--- config.mk ---
export PLATFORM = sky130hd
export DESIGN_NAME = mmio_frame_reader
export DESIGN_NICKNAME = d
export VERILOG_FILES = /design/src/rtl/mmio_frame_reader.sv
export SDC_FILE = /design/constraint.sdc
export NUM_CORES = 1
export LEC_CHECK = 0
export CORE_ASPECT_RATIO = 1.1
export CORE_MARGIN = 1.5
export CORE_UTILIZATION = 40
export CTS_BUF_LIST = sky130_fd_sc_hd__clkbuf_2
export DETAILED_ROUTE_END_ITERATION = 12
export GPL_ROUTABILITY_DRIVEN = 0
export HOLD_SLACK_MARGIN = 0.12
export PLACE_DENSITY_LB_ADDON = 0.2
export SYNTH_ARGS = -nofsm -noshare
export SYNTH_HDL_FRONTEND = slang
export SYNTH_SLANG_ARGS = --single-unit
--- constraint.sdc ---
create_clock -name clk -period 1.8 [get_ports clk]
set_input_delay 0.18 -clock clk [delete_from_list [all_inputs] [get_ports clk]]
set_output_delay 0.18 -clock clk [all_outputs]
set_load 0.02 [all_outputs]
--- src/rtl/mmio_frame_reader.sv ---
// Once-per-frame BRAM port-B reader: fetches NUM_REGS game-state words and commits them atomically.
// Optional FRAME_READER_OVERRUN_CNT_EN adds a saturating count of vblank pulses ignored while busy.
module mmio_frame_reader #(
    parameter int                    DATA_WIDTH = 16,
    parameter int                    ADDR_WIDTH = 16,
    parameter logic [ADDR_WIDTH-1:0] BASE_ADDR  = 16'hC010,
    parameter int                    NUM_REGS   = 4
) (
    input  logic                           clk,
    input  logic                           reset,
    input  logic                           vblank_start,
    output logic [ADDR_WIDTH-1:0]          addr_b,
    input  logic [DATA_WIDTH-1:0]          q_b,
    output logic [NUM_REGS*DATA_WIDTH-1:0] obj_data,
    output logic                           frame_valid,
    output logic                           busy
`ifdef FRAME_READER_OVERRUN_CNT_EN
    ,
    output logic [7:0]                     overrun_cnt
`endif
);

    localparam int IDX_W = $clog2(NUM_REGS + 1);

    typedef enum logic [1:0] {IDLE, FETCH, COMMIT} state_t;

    state_t                               state_q, state_d;
    logic [IDX_W-1:0]                     idx_q, idx_d;
    logic [ADDR_WIDTH-1:0]                addr_b_q, addr_b_d;
    logic [NUM_REGS-1:0][DATA_WIDTH-1:0]  shadow_q, shadow_d;
    logic [NUM_REGS-1:0][DATA_WIDTH-1:0]  obj_data_q, obj_data_d;

    always_ff @(posedge clk) begin
        if (reset) begin
            state_q    <= IDLE;
            idx_q      <= '0;
            addr_b_q   <= BASE_ADDR;
            shadow_q   <= '0;
            obj_data_q <= '0;
        end else begin
            state_q    <= state_d;
            idx_q      <= idx_d;
            addr_b_q   <= addr_b_d;
            shadow_q   <= shadow_d;
            obj_data_q <= obj_data_d;
        end
    end

    always_comb begin
        state_d    = state_q;
        idx_d      = idx_q;
        addr_b_d   = BASE_ADDR;
        shadow_d   = shadow_q;
        obj_data_d = obj_data_q;
        case (state_q)
            IDLE: begin
                if (vblank_start) begin
                    state_d = FETCH;
                    idx_d   = '0;
                end
            end
            FETCH: begin
                // q_b in fetch cycle idx answers the address issued in cycle idx-1
                for (int i = 0; i < NUM_REGS; i++) begin
                    if (32'(idx_q) == i + 1) shadow_d[i] = q_b;
                end
                if (32'(idx_q) == NUM_REGS) begin
                    // Load the output on the edge into COMMIT so new data and
                    // frame_valid appear together in the commit cycle.
                    state_d    = COMMIT;
                    idx_d      = '0;
                    obj_data_d = shadow_d;
                end else begin
                    idx_d = idx_q + IDX_W'(1);
                    if (32'(idx_q) < NUM_REGS - 1)
                        addr_b_d = BASE_ADDR + ADDR_WIDTH'(idx_q + IDX_W'(1));
                end
            end
            COMMIT:  state_d = IDLE;
            default: state_d = IDLE;
        endcase
    end

`ifdef FRAME_READER_OVERRUN_CNT_EN
    logic [7:0] overrun_cnt_q, overrun_cnt_d;

    always_comb begin
        overrun_cnt_d = overrun_cnt_q;
        if (vblank_start && state_q != IDLE && overrun_cnt_q != 8'hFF)
            overrun_cnt_d = overrun_cnt_q + 8'd1;
    end

    always_ff @(posedge clk) begin
        if (reset) overrun_cnt_q <= '0;
        else       overrun_cnt_q <= overrun_cnt_d;
    end

    assign overrun_cnt = overrun_cnt_q;
`endif

    assign addr_b      = addr_b_q;
    assign obj_data    = obj_data_q;
    assign frame_valid = (state_q == COMMIT);
    assign busy        = (state_q != IDLE);

endmodule
* After elaboration in Yosys (flattened, before gate mapping)
Index checks and enable logic that the tools add are counted.
Word-level totals: bits in registers 149, input port bits 19, output and inout bits 82, logic and storage cells 42
Operators by class: add/sub/neg operators 3, $lt $le $gt $ge 1, eq/ne operators 8, mux-type cells 10, bitwise operators 2, reduce and logical (&&, ||, !) cells 7
Operators by type and width (count):
- $mux W16 | 4
- $add A15 B5 Y16 const A | 1
- $eq A3 B2 Y1 const B | 2
- $mux W3 | 2
- $pmux W3 S2 | 1
- $reduce_and A2 Y1 | 3
- $add A3 B1 Y4 const B | 1
- $mux W2 | 2
- $ne A2 B2 Y1 const B | 2
- $pmux W2 S2 | 1
- $reduce_bool A2 Y1 | 2
- $reduce_or A4 Y1 | 1
- $add A3 B1 Y3 const B | 1
- $eq A3 B1 Y1 const B | 1
- $eq A3 B3 Y1 const B | 1
- $lt A3 B2 Y1 const B | 1
- $eq A2 B1 Y1 const B | 1
- $eq A2 B2 Y1 const B | 1
- $logic_not A2 Y1 | 1
- $not A1 Y1 | 2

* Longest topological paths before layout
Gate-level depths: netlist of run 1.
word-level depth 3, gate-level depth with buffers 9

* Worst setup path before layout of run 1
OpenSTA, ideal clock, no wires.
path type flip-flop to flip-flop, from register idx_q[0], to register obj_data_q (netlist bit obj_data[37]), setup time 125 ps, arrival time 1639 ps, setup slack 35 ps, cell stages (with the launch flop) 7, path through dfxtp_1 > ha_1 > ha_1 > buf_2 > buf_1 > mux2i_1 > o2bb2ai_1
On the way: longest elaborated chain between the ends 2, elaborated cells between the ends (all ways) 4, those cells by class eq/ne: 2; mux: 1; reduce/logical: 1
RTL lines:
- start, declared | RTL line 28 | logic [IDX_W-1:0] idx_q, idx_d;
- start signal, assigned | RTL line 42 | idx_q <= idx_d;
- $eq A3 B2 Y1 or $eq A3 B3 Y1 (tied branches) | RTL line 65, 67
- $mux W16 or $reduce_and A2 Y1 (tied branches)
- end signal, assigned | RTL line 45 | obj_data_q <= obj_data_d;
- end, declared | RTL line 31 | logic [NUM_REGS-1:0][DATA_WIDTH-1:0] obj_data_q, obj_data_d;
Several ways; a longest one is shown, not always the timed one. A chain may end at the register's enable or synchronous reset.

* Final worst setup path of run 1
from register idx_q[1], to register obj_data_q (netlist bit obj_data[49])
On the way: longest elaborated chain between the ends 2, elaborated cells between the ends (all ways) 3, those cells by class eq/ne: 1; mux: 1; reduce/logical: 1
RTL lines (RTL line):
- $eq A3 B3 Y1 (*) | 65, 67
- $mux W16 or $reduce_and A2 Y1 (tied branches)
Mark *: on every way between the ends. The rest lies on a longest branch, timed or not.

==> Flow_metrics.wiki, run 1 <==
{| class="wikitable"
! Metric !! Value
|-
| Required time reported for the critical path endpoint || 2.40 ns
|-
| Compound-cell area share of the yosys netlist || 18.6%
|-
| Final Hold Viols || 0
|-
| Residual DRC || 0
|-
| Number of DRC markers after the initial detailed-route iteration || 133
|-
| Fraction of final layout cells sized beyond drive strength 1 || 13.1%
|-
| Worst-path cell chain || inv_1 > ha_2 > nand2_4 > or3b_2 > inv_4 > a22o_1
|-
| Final period util || 96.9%
|-
| Switching pwr || 1.23 mW
|-
| Mean number of vias per cell || 5.07
|-
| Number of enable flip-flop cells after synthesis || 0
|-
| Pre-CTS setup slack || 0.0159 ns
|-
| Count of clock tree sinks || 121
|-
| Worst setup path endpoint || obj_data[49]$_SDFFE_PP0P_
|-
| Library cells used by synthesis || 33
|-
| Number of register bits inferred by synthesis || 121
|-
| Final Max Slew Viols || 0
|-
| Worst R2R Start || idx_q[1]$_SDFFE_PP0P_
|-
| P per Cell Area || 873 nW/um^2
|-
| Setup fix buffers added after clock tree synthesis || 0
|-
| Synth Area in Simple Gates || 10.8%
|-
| Number of core rows || 41
|-
| Clock transition at path regs || 0.18 ns
|-
| Y dimension of the die || 117 um
|-
| Max-capacitance violation count || 0
|-
| CTS tree || done
|-
| Proportion of register bits with asynchronous set or reset after synthesis || 0%
|-
| Final critical path time including I/O delays and setup || 1.74 ns
|-
| Sum of routed wire length over all layers || 11500 um
|-
| DR WL/cell || 15.9 um
|-
| Fraction of the core area covered by cells at the end of the flow || 51.9%
|-
| Syn-to-layout area delta || 25.9%
|-
| Total congestion overflow after global routing || 0
|-
| Ant diodes || 0
|-
| Crit path depth || 6
|-
| Seq/Total Area, Yosys || 50.9%
|-
| Portion of synthesized cell area occupied by the leading cell type || 50.9%
|-
| I/O pin total || 101
|-
| Maximum level of the CTS H-tree || 4
|-
| Clock root buffer || sky130_fd_sc_hd__clkbuf_2
|-
| Cts bufs inserted || 17
|-
| Critical path's largest stage delay || 0.56 ns
|-
| Skew-Pair Late Insertion Delay || 0.66 ns
|-
| Iteration count of the initial detailed-routing pass || 4
|-
| Final setup violation count || 0
|-
| Fraction of synthesized cell area in xor and xnor cells || 0%
|-
| Pin count of the biggest net entering global routing || 42
|-
| Sequential cell area in the final layout || 2420 um^2
|-
| Mean area per synthesized cell || 9.71 um^2
|-
| Setup crit start || idx_q[1]$_SDFFE_PP0P_
|-
| Top library cells by usage in the layout, fill and taps aside || 119 x sky130_fd_sc_hd__dfxtp_1, 97 x sky130_fd_sc_hd__nand2_1, 68 x sky130_fd_sc_hd__dlygate4sd2_1, 49 x sky130_fd_sc_hd__a21oi_1, 48 x sky130_fd_sc_hd__mux2i_1
|-
| Horizontal extent of the die || 107 um
|-
| Area leader, netlist || sky130_fd_sc_hd__dfxtp_1
|-
| Count of nets left with antenna violations after detail routing || 0
|-
| Synthesized cell area || 4760 um^2
|-
| Count of vias placed by the detailed router || 3667
|-
| Hold crit path type || in2reg
|-
| R2R setup slack || 0.06 ns
|-
| Cell with the biggest individual delay on the critical path || sky130_fd_sc_hd__or3b_2
|-
| Net switching fraction of the power || 23.5%
|-
| Multi-input combinational cell area || 2030 um^2
|-
| Number of synthesis warnings || 0
|-
| CP Max Fanout || 17
|-
| Run status || completed
|-
| Post-synthesis mux area share || 10.1%
|-
| Overall die area || 12600 um^2
|-
| Total track usage || 19.5%
|-
| Initial antenna violation count || 0
|-
| Leakage || 2.35 nW
|-
| Maximum buffer depth of the clock tree || 2
|-
| Adder and majority gate portion of the synthesized area || 1.31%
|-
| Global-route wire length before repair || 19000 um
|-
| Post-layout nets || 584
|-
| Worst r2r dst || obj_data[49]$_SDFFE_PP0P_
|-
| Part of the power in registers || 51.7%
|-
| Top Family by Delay on Critical Path || simple AND/OR/NAND/NOR gates
|-
| Portion of total power attributed to combinational logic || 6.2%
|-
| Buffers & Inverters on Critical Path || 2
|-
| CP Class || reg2reg
|-
| Path depth of the worst reg2reg path || 6
|-
| Total internal power || 4.00 mW
|-
| DP HPWL || 7710 um
|-
| Instance count of the mapped netlist || 490
|-
| Clock network fraction of total power || 42.1%
|-
| Maximum achievable frequency || 0.573 GHz
|-
| Initial standard-cell utilization of the core || 41.2%
|-
| Leading post-synthesis cells by cell area || sky130_fd_sc_hd__dfxtp_1 51%, sky130_fd_sc_hd__mux2i_1 10%, sky130_fd_sc_hd__o2bb2ai_1 7.9%
|-
| Filler cell count || 1108
|-
| Endpoint kind of the worst setup timing path || flip-flop
|-
| Std-Cell Core Area || 11500 um^2
|-
| Launching element type of the critical path || flip-flop
|-
| Primary flip-flop cell chosen by synthesis mapping || sky130_fd_sc_hd__dfxtp_1
|-
| Worst-case setup margin in the final layout || 0.0555 ns
|-
| Maximum vdd drop || 479 uV
|-
| Via count of the first global-routing pass || 3670
|-
| Most common cell after layout, fill and taps aside || sky130_fd_sc_hd__dfxtp_1
|-
| Endpoint arrival time on the critical path || 2.34 ns
|-
| Main combinational cell family by area after synthesis || compound AO/OA/AOI/OAI gates
|-
| Setup skew after layout || 0.0243 ns
|-
| Port Buf Inserts || 88
|}
power by group through the flow:
stage	Clock, mW	Sequential, mW	Combinational, mW
CTS	2.25	2.71	0.324
detailed placement	0	2.76	0.325
finish	2.20	2.71	0.323
floorplan	0	2.77	0.218
global placement	0	2.76	0.321
global route	2.37	2.71	0.350
Yosys cell counts (2+ instances only):
master,number
sky130_fd_sc_hd__buf_6,3
sky130_fd_sc_hd__conb_1,2
sky130_fd_sc_hd__clkbuf_1,34
sky130_fd_sc_hd__nor2b_1,3
sky130_fd_sc_hd__nand4bb_1,2
sky130_fd_sc_hd__buf_4,16
sky130_fd_sc_hd__dfxtp_1,121
sky130_fd_sc_hd__nor2_1,6
sky130_fd_sc_hd__nor4bb_1,2
sky130_fd_sc_hd__inv_1,6
sky130_fd_sc_hd__nand2_1,97
sky130_fd_sc_hd__buf_2,15
sky130_fd_sc_hd__a32oi_1,2
sky130_fd_sc_hd__ha_1,5
sky130_fd_sc_hd__buf_1,2
sky130_fd_sc_hd__a22o_1,16
sky130_fd_sc_hd__mux2i_1,48
sky130_fd_sc_hd__o2bb2ai_1,43
sky130_fd_sc_hd__o2bb2ai_2,5
sky130_fd_sc_hd__a21oi_1,49
sequential cells by signal, indices dropped and copies added, names as in the netlist:
register  count
shadow_q     48
state_q       2
obj_data     64
idx_q         3
addr_b        4
cell families (layout without fill, tap and decap cells):
logic type               count (synthesis)  in the layout
other                                    2             13
flip-flops                             121            121
multiplexers                            48             48
AO/OA/AOI/OAI                          119            119
AND/OR/NAND/NOR                        118            118
buffers and inverters                   77            149
adder cells (fa/ha/maj)                  5              5
worst min-delay path: stages:
cell                              delay (ns)
sky130_fd_sc_hd__clkdlybuf4s50_1        0.50
sky130_fd_sc_hd__a22oi_1                0.09
sky130_fd_sc_hd__nor2_1                 0.08
per-layer routing:
metal	vias to the layer above	GRT usage [%]	wire length [um]
met3	13	5.00	639
li1	1803	-	-
met5	-	0	0
met2	115	32.0	5640
met1	1736	25.0	5100
met4	0	6.42	130
final cells by class:
type | count | area share (%)
inverters | 7 | 0.480
repair buffers | 110 | 16.7
multi-input cells | 303 | 33.9
well taps | 150 | 3.13
flip-flops and latches | 121 | 40.5
clock buffers | 18 | 1.50
clock inverters | 14 | 3.80
metrics by stage:
step / std cells / cell area (um^2) / total power, mW / TNS [ns] / hold slack, ns
3_3_place_gp: 690 / 5730 / 3.08 / 0 / 0.441
4_1_cts: 723 / 5970 / 5.28 / 0 / 0.146
2_1_floorplan: 501 / 4800 / 2.98 / 0 / 0.340
5_1_grt: 723 / 5990 / 5.43 / -0.00637 / 0.176
6_report: 723 / 5990 / 5.23 / 0 / 0.228
3_5_place_dp: 690 / 5730 / 3.09 / 0 / 0.446
worst min path at each step:
stage | to | cells after the start | from
CTS | state_q[0]$_SDFFE_PP0P_ | 3 | vblank_start
detailed placement | shadow_q[47]$_SDFFE_PP0P_ | 2 | shadow_q[47]$_SDFFE_PP0P_
floorplan | state_q[0]$_SDFFE_PP0P_ | 2 | vblank_start
global placement | shadow_q[5]$_SDFFE_PP0P_ | 2 | shadow_q[5]$_SDFFE_PP0P_
global route | state_q[0]$_SDFFE_PP0P_ | 3 | vblank_start
finish | state_q[0]$_SDFFE_PP0P_ | 3 | vblank_start
what timing repair did:
item	in CTS	in global routing
endpoints found under the setup margin	80	70
pin swaps	0	0
hold buffers	1	0
hold endpoints to repair	33	0
gates resized for setup	79	9
(Power assumes the default switching activity.)
==> run 2, diff against run 1 <==
--- a/config.mk
+++ b/config.mk
@@ -7,12 +7,13 @@
 export LEC_CHECK = 0
 export CORE_ASPECT_RATIO = 1.1
 export CORE_MARGIN = 1.5
-export CORE_UTILIZATION = 40
+export CORE_UTILIZATION = 25
 export CTS_BUF_LIST = sky130_fd_sc_hd__clkbuf_2
 export DETAILED_ROUTE_END_ITERATION = 12
 export GPL_ROUTABILITY_DRIVEN = 0
 export HOLD_SLACK_MARGIN = 0.12
 export PLACE_DENSITY_LB_ADDON = 0.2
+export RECOVER_POWER = 25
 export SYNTH_ARGS = -nofsm -noshare
 export SYNTH_HDL_FRONTEND = slang
 export SYNTH_SLANG_ARGS = --single-unit
==> Flow_metrics.wiki, run 2 (same netlist as run 1, synthesis figures left out) <==
{| class="wikitable"
! Metric !! Value
|-
| Iteration count of the initial detailed-routing pass || 4 (unchanged)
|-
| Total placed cells including tap cells || 786 (+14%)
|-
| Via count of the first global-routing pass || 3829 (+4.3%)
|-
| Pin count of the biggest net entering global routing || 48 (+14%)
|-
| R2R setup slack || 0.12 ns (+0.07 ns)
|-
| Mean number of vias per cell || 4.46 (-12%)
|-
| Horizontal extent of the die || 135 um (+26%)
|-
| Maximum level of the CTS H-tree || 4 (unchanged)
|-
| Final critical path time including I/O delays and setup || 1.68 ns (-0.0667 ns)
|-
| WHS Path Cells || 3 (unchanged)
|-
| Hold Path Origin || vblank_start
|-
| Std-Cell Core Area || 18500 um^2 (+61%)
|-
| Max-capacitance violation count || 0 (unchanged)
|-
| DR WL/cell || 15.4 um (-3.5%)
|-
| Fraction of the core area covered by cells at the end of the flow || 32.9% (-19 points)
|-
| Final setup violation count || 0 (unchanged)
|-
| Final Max Slew Viols || 0 (unchanged)
|-
| Count of clock tree sinks || 121 (unchanged)
|-
| Sum of routed wire length over all layers || 12600 um (+9.6%)
|-
| Clock transition at path regs || 0.18 ns (about the same)
|-
| Post-layout nets || 587 (+0.51%)
|-
| I/O pin total || 101 (unchanged)
|-
| Residual DRC || 0 (unchanged)
|-
| Endpoint kind of the worst setup timing path || flip-flop
|-
| Final period util || 93.2% (-3.7 points)
|-
| Count of placed standard cells in the final layout, fillers left out || 821 (+14%)
|-
| Cts bufs inserted || 17 (unchanged)
|-
| Total congestion overflow after global routing || 0 (unchanged)
|-
| Endpoint of the worst hold path || state_q[0]$_SDFFE_PP0P_
|-
| Syn-to-layout area delta || 28.2%
|-
| Required time reported for the critical path endpoint || 2.39 ns (about the same)
|-
| Maximum vdd drop || 524 uV (+9.5%)
|-
| Skew-Pair Late Insertion Delay || 0.67 ns (about the same)
|-
| Number of flip-flops in the largest register || 64 (unchanged)
|-
| CP Class || reg2reg
|-
| Final Cell Area || 6100 um^2 (+1.9%)
|-
| Maximum buffer depth of the clock tree || 2 (unchanged)
|-
| Port Buf Inserts || 88 (unchanged)
|-
| Worst-path cell chain || inv_1 > ha_1 > nand2_4 > or3b_2 > buf_6 > o2bb2ai_1
|-
| Clock root buffer || sky130_fd_sc_hd__clkbuf_2
|-
| CTS tree || done
|-
| Y dimension of the die || 148 um (+26%)
|-
| Hold crit path type || in2reg
|-
| Unrepaired setup endpoints after global routing || true
|-
| Setup skew after layout || 0.0254 ns (+0.00113 ns)
|-
| CP Max Fanout || 25 (+8)
|-
| Final Hold Viols || 0 (unchanged)
|-
| Cell with the biggest individual delay on the critical path || sky130_fd_sc_hd__or3b_2
|-
| Post-route total power || 4.92 mW (-6.0%)
|-
| Total track usage || 13.5% (-6.1 points)
|-
| Maximum achievable frequency || 0.596 GHz (+4.0%)
|-
| Path depth of the worst reg2reg path || 6 (unchanged)
|-
| Count of nets left with antenna violations after detail routing || 0 (unchanged)
|-
| Count of vias placed by the detailed router || 3659 (-0.22%)
|-
| Fraction of final layout cells sized beyond drive strength 1 || 12.3% (-0.76 points)
|-
| Critical path's largest stage delay || 0.55 ns (about the same)
|-
| Number of DRC markers after the initial detailed-route iteration || 208 (+56%)
|-
| Top library cells by usage in the layout, fill and taps aside || 120 x sky130_fd_sc_hd__dfxtp_1, 97 x sky130_fd_sc_hd__nand2_1, 68 x sky130_fd_sc_hd__dlygate4sd2_1, 49 x sky130_fd_sc_hd__a21oi_1, 48 x sky130_fd_sc_hd__mux2i_1
|-
| Initial antenna violation count || 1 (+1)
|-
| Overall die area || 19900 um^2 (+58%)
|-
| Run status || completed
|-
| Launching element type of the critical path || flip-flop
|-
| Endpoint arrival time on the critical path || 2.27 ns (-0.07 ns)
|-
| Leakage || 2.35 nW (about the same)
|-
| Area after DPL || 5890 um^2 (+2.9%)
|-
| DP HPWL || 8690 um (+13%)
|-
| Worst R2R Start || idx_q[0]$_SDFFE_PP0P_
|-
| P per Cell Area || 806 nW/um^2 (-7.7%)
|-
| Most common cell after layout, fill and taps aside || sky130_fd_sc_hd__dfxtp_1
|-
| Number of core rows || 52 (+27%)
|-
| Initial standard-cell utilization of the core || 25.7% (-16 points)
|-
| Worst r2r dst || obj_data[44]$_SDFFE_PP0P_
|-
| Global-route wire length before repair || 20400 um (+7.5%)
|}
## run 2: cell types whose count changed in the layout (fill, tap and decap cells not counted), sizes merged
cell    previous run  this run
clkbuf            18        20
buf               24        27
diode              0         2
bufinv             6         4
## run 2: cell type report
cell class              count  area, um^2
diodes                      2        5.00
clock buffers              20         100
clock inverters            12         155
fillers                  1933       12400
inverters                   7        28.8
multi-input cells         303        2040
flip-flops and latches    121        2420
well taps                 243         304
repair buffers            113        1050
## run 2: worst max-delay path by stage
stage,startpoint,end,slack (ns),cells past startpoint
4_1_cts,state_q[1]$_SDFFE_PP0P_,frame_valid,0.0008,3
2_1_floorplan,idx_q[0]$_SDFFE_PP0P_,obj_data[37]$_SDFFE_PP0P_,0.04,6
3_3_place_gp,idx_q[0]$_SDFFE_PP0P_,obj_data[61]$_SDFFE_PP0P_,0.13,6
6_report,idx_q[0]$_SDFFE_PP0P_,obj_data[44]$_SDFFE_PP0P_,0.12,6
5_1_grt,idx_q[1]$_SDFFE_PP0P_,obj_data[44]$_SDFFE_PP0P_,-0.01,6
3_5_place_dp,idx_q[1]$_SDFFE_PP0P_,obj_data[63]$_SDFFE_PP0P_,0.09,6
## run 2: power by group
part           total [mW]  switching [mW]  internal (mW)
clock network        1.88           0.980          0.901
registers            2.71         0.00752           2.70
logic               0.335           0.208          0.127
total                4.92            1.20           3.73
## run 2: what timing repair did
| item | in CTS | in global routing |
|---|---|---|
| gates resized for setup | 79 | 10 |
| buffers inserted | 0 | 0 |
| hold endpoints to repair | 85 | 0 |
| endpoints found under the setup margin | 70 | 27 |
| hold buffers | 1 | 0 |
| pin swaps | 0 | 0 |
## run 2: metal layers
layer,global-route usage (%),up-vias,share of wire [%]
met2,23.4,87,50
met3,3.64,8,4.7
li1,-,1815,-
met4,5.27,0,1.1
met1,15.7,1749,45
met5,0,-,0
## run 2: worst max-delay path, delay by kind of cell, from the launching register on
| kind | cells | cell delay [ns] |
|---|---|---|
| buf+inv | 2 | 0.28 |
| flops | 1 | 0.34 |
| simple gates | 2 | 0.62 |
| fa+ha+maj | 1 | 0.21 |
| compound gates | 1 | 0.14 |
## run 2: metrics by stage
stage | TNS (ns) | worst slack, ns | hold slack [ns]
6_report | 0 | 0.122 | 0.199
5_1_grt | -0.0150 | -0.0144 | 0.126
4_1_cts | 0 | 0.000768 | 0.128
3_5_place_dp | 0 | 0.0890 | 0.447
3_3_place_gp | 0 | 0.132 | 0.441
2_1_floorplan | 0 | 0.0355 | 0.340
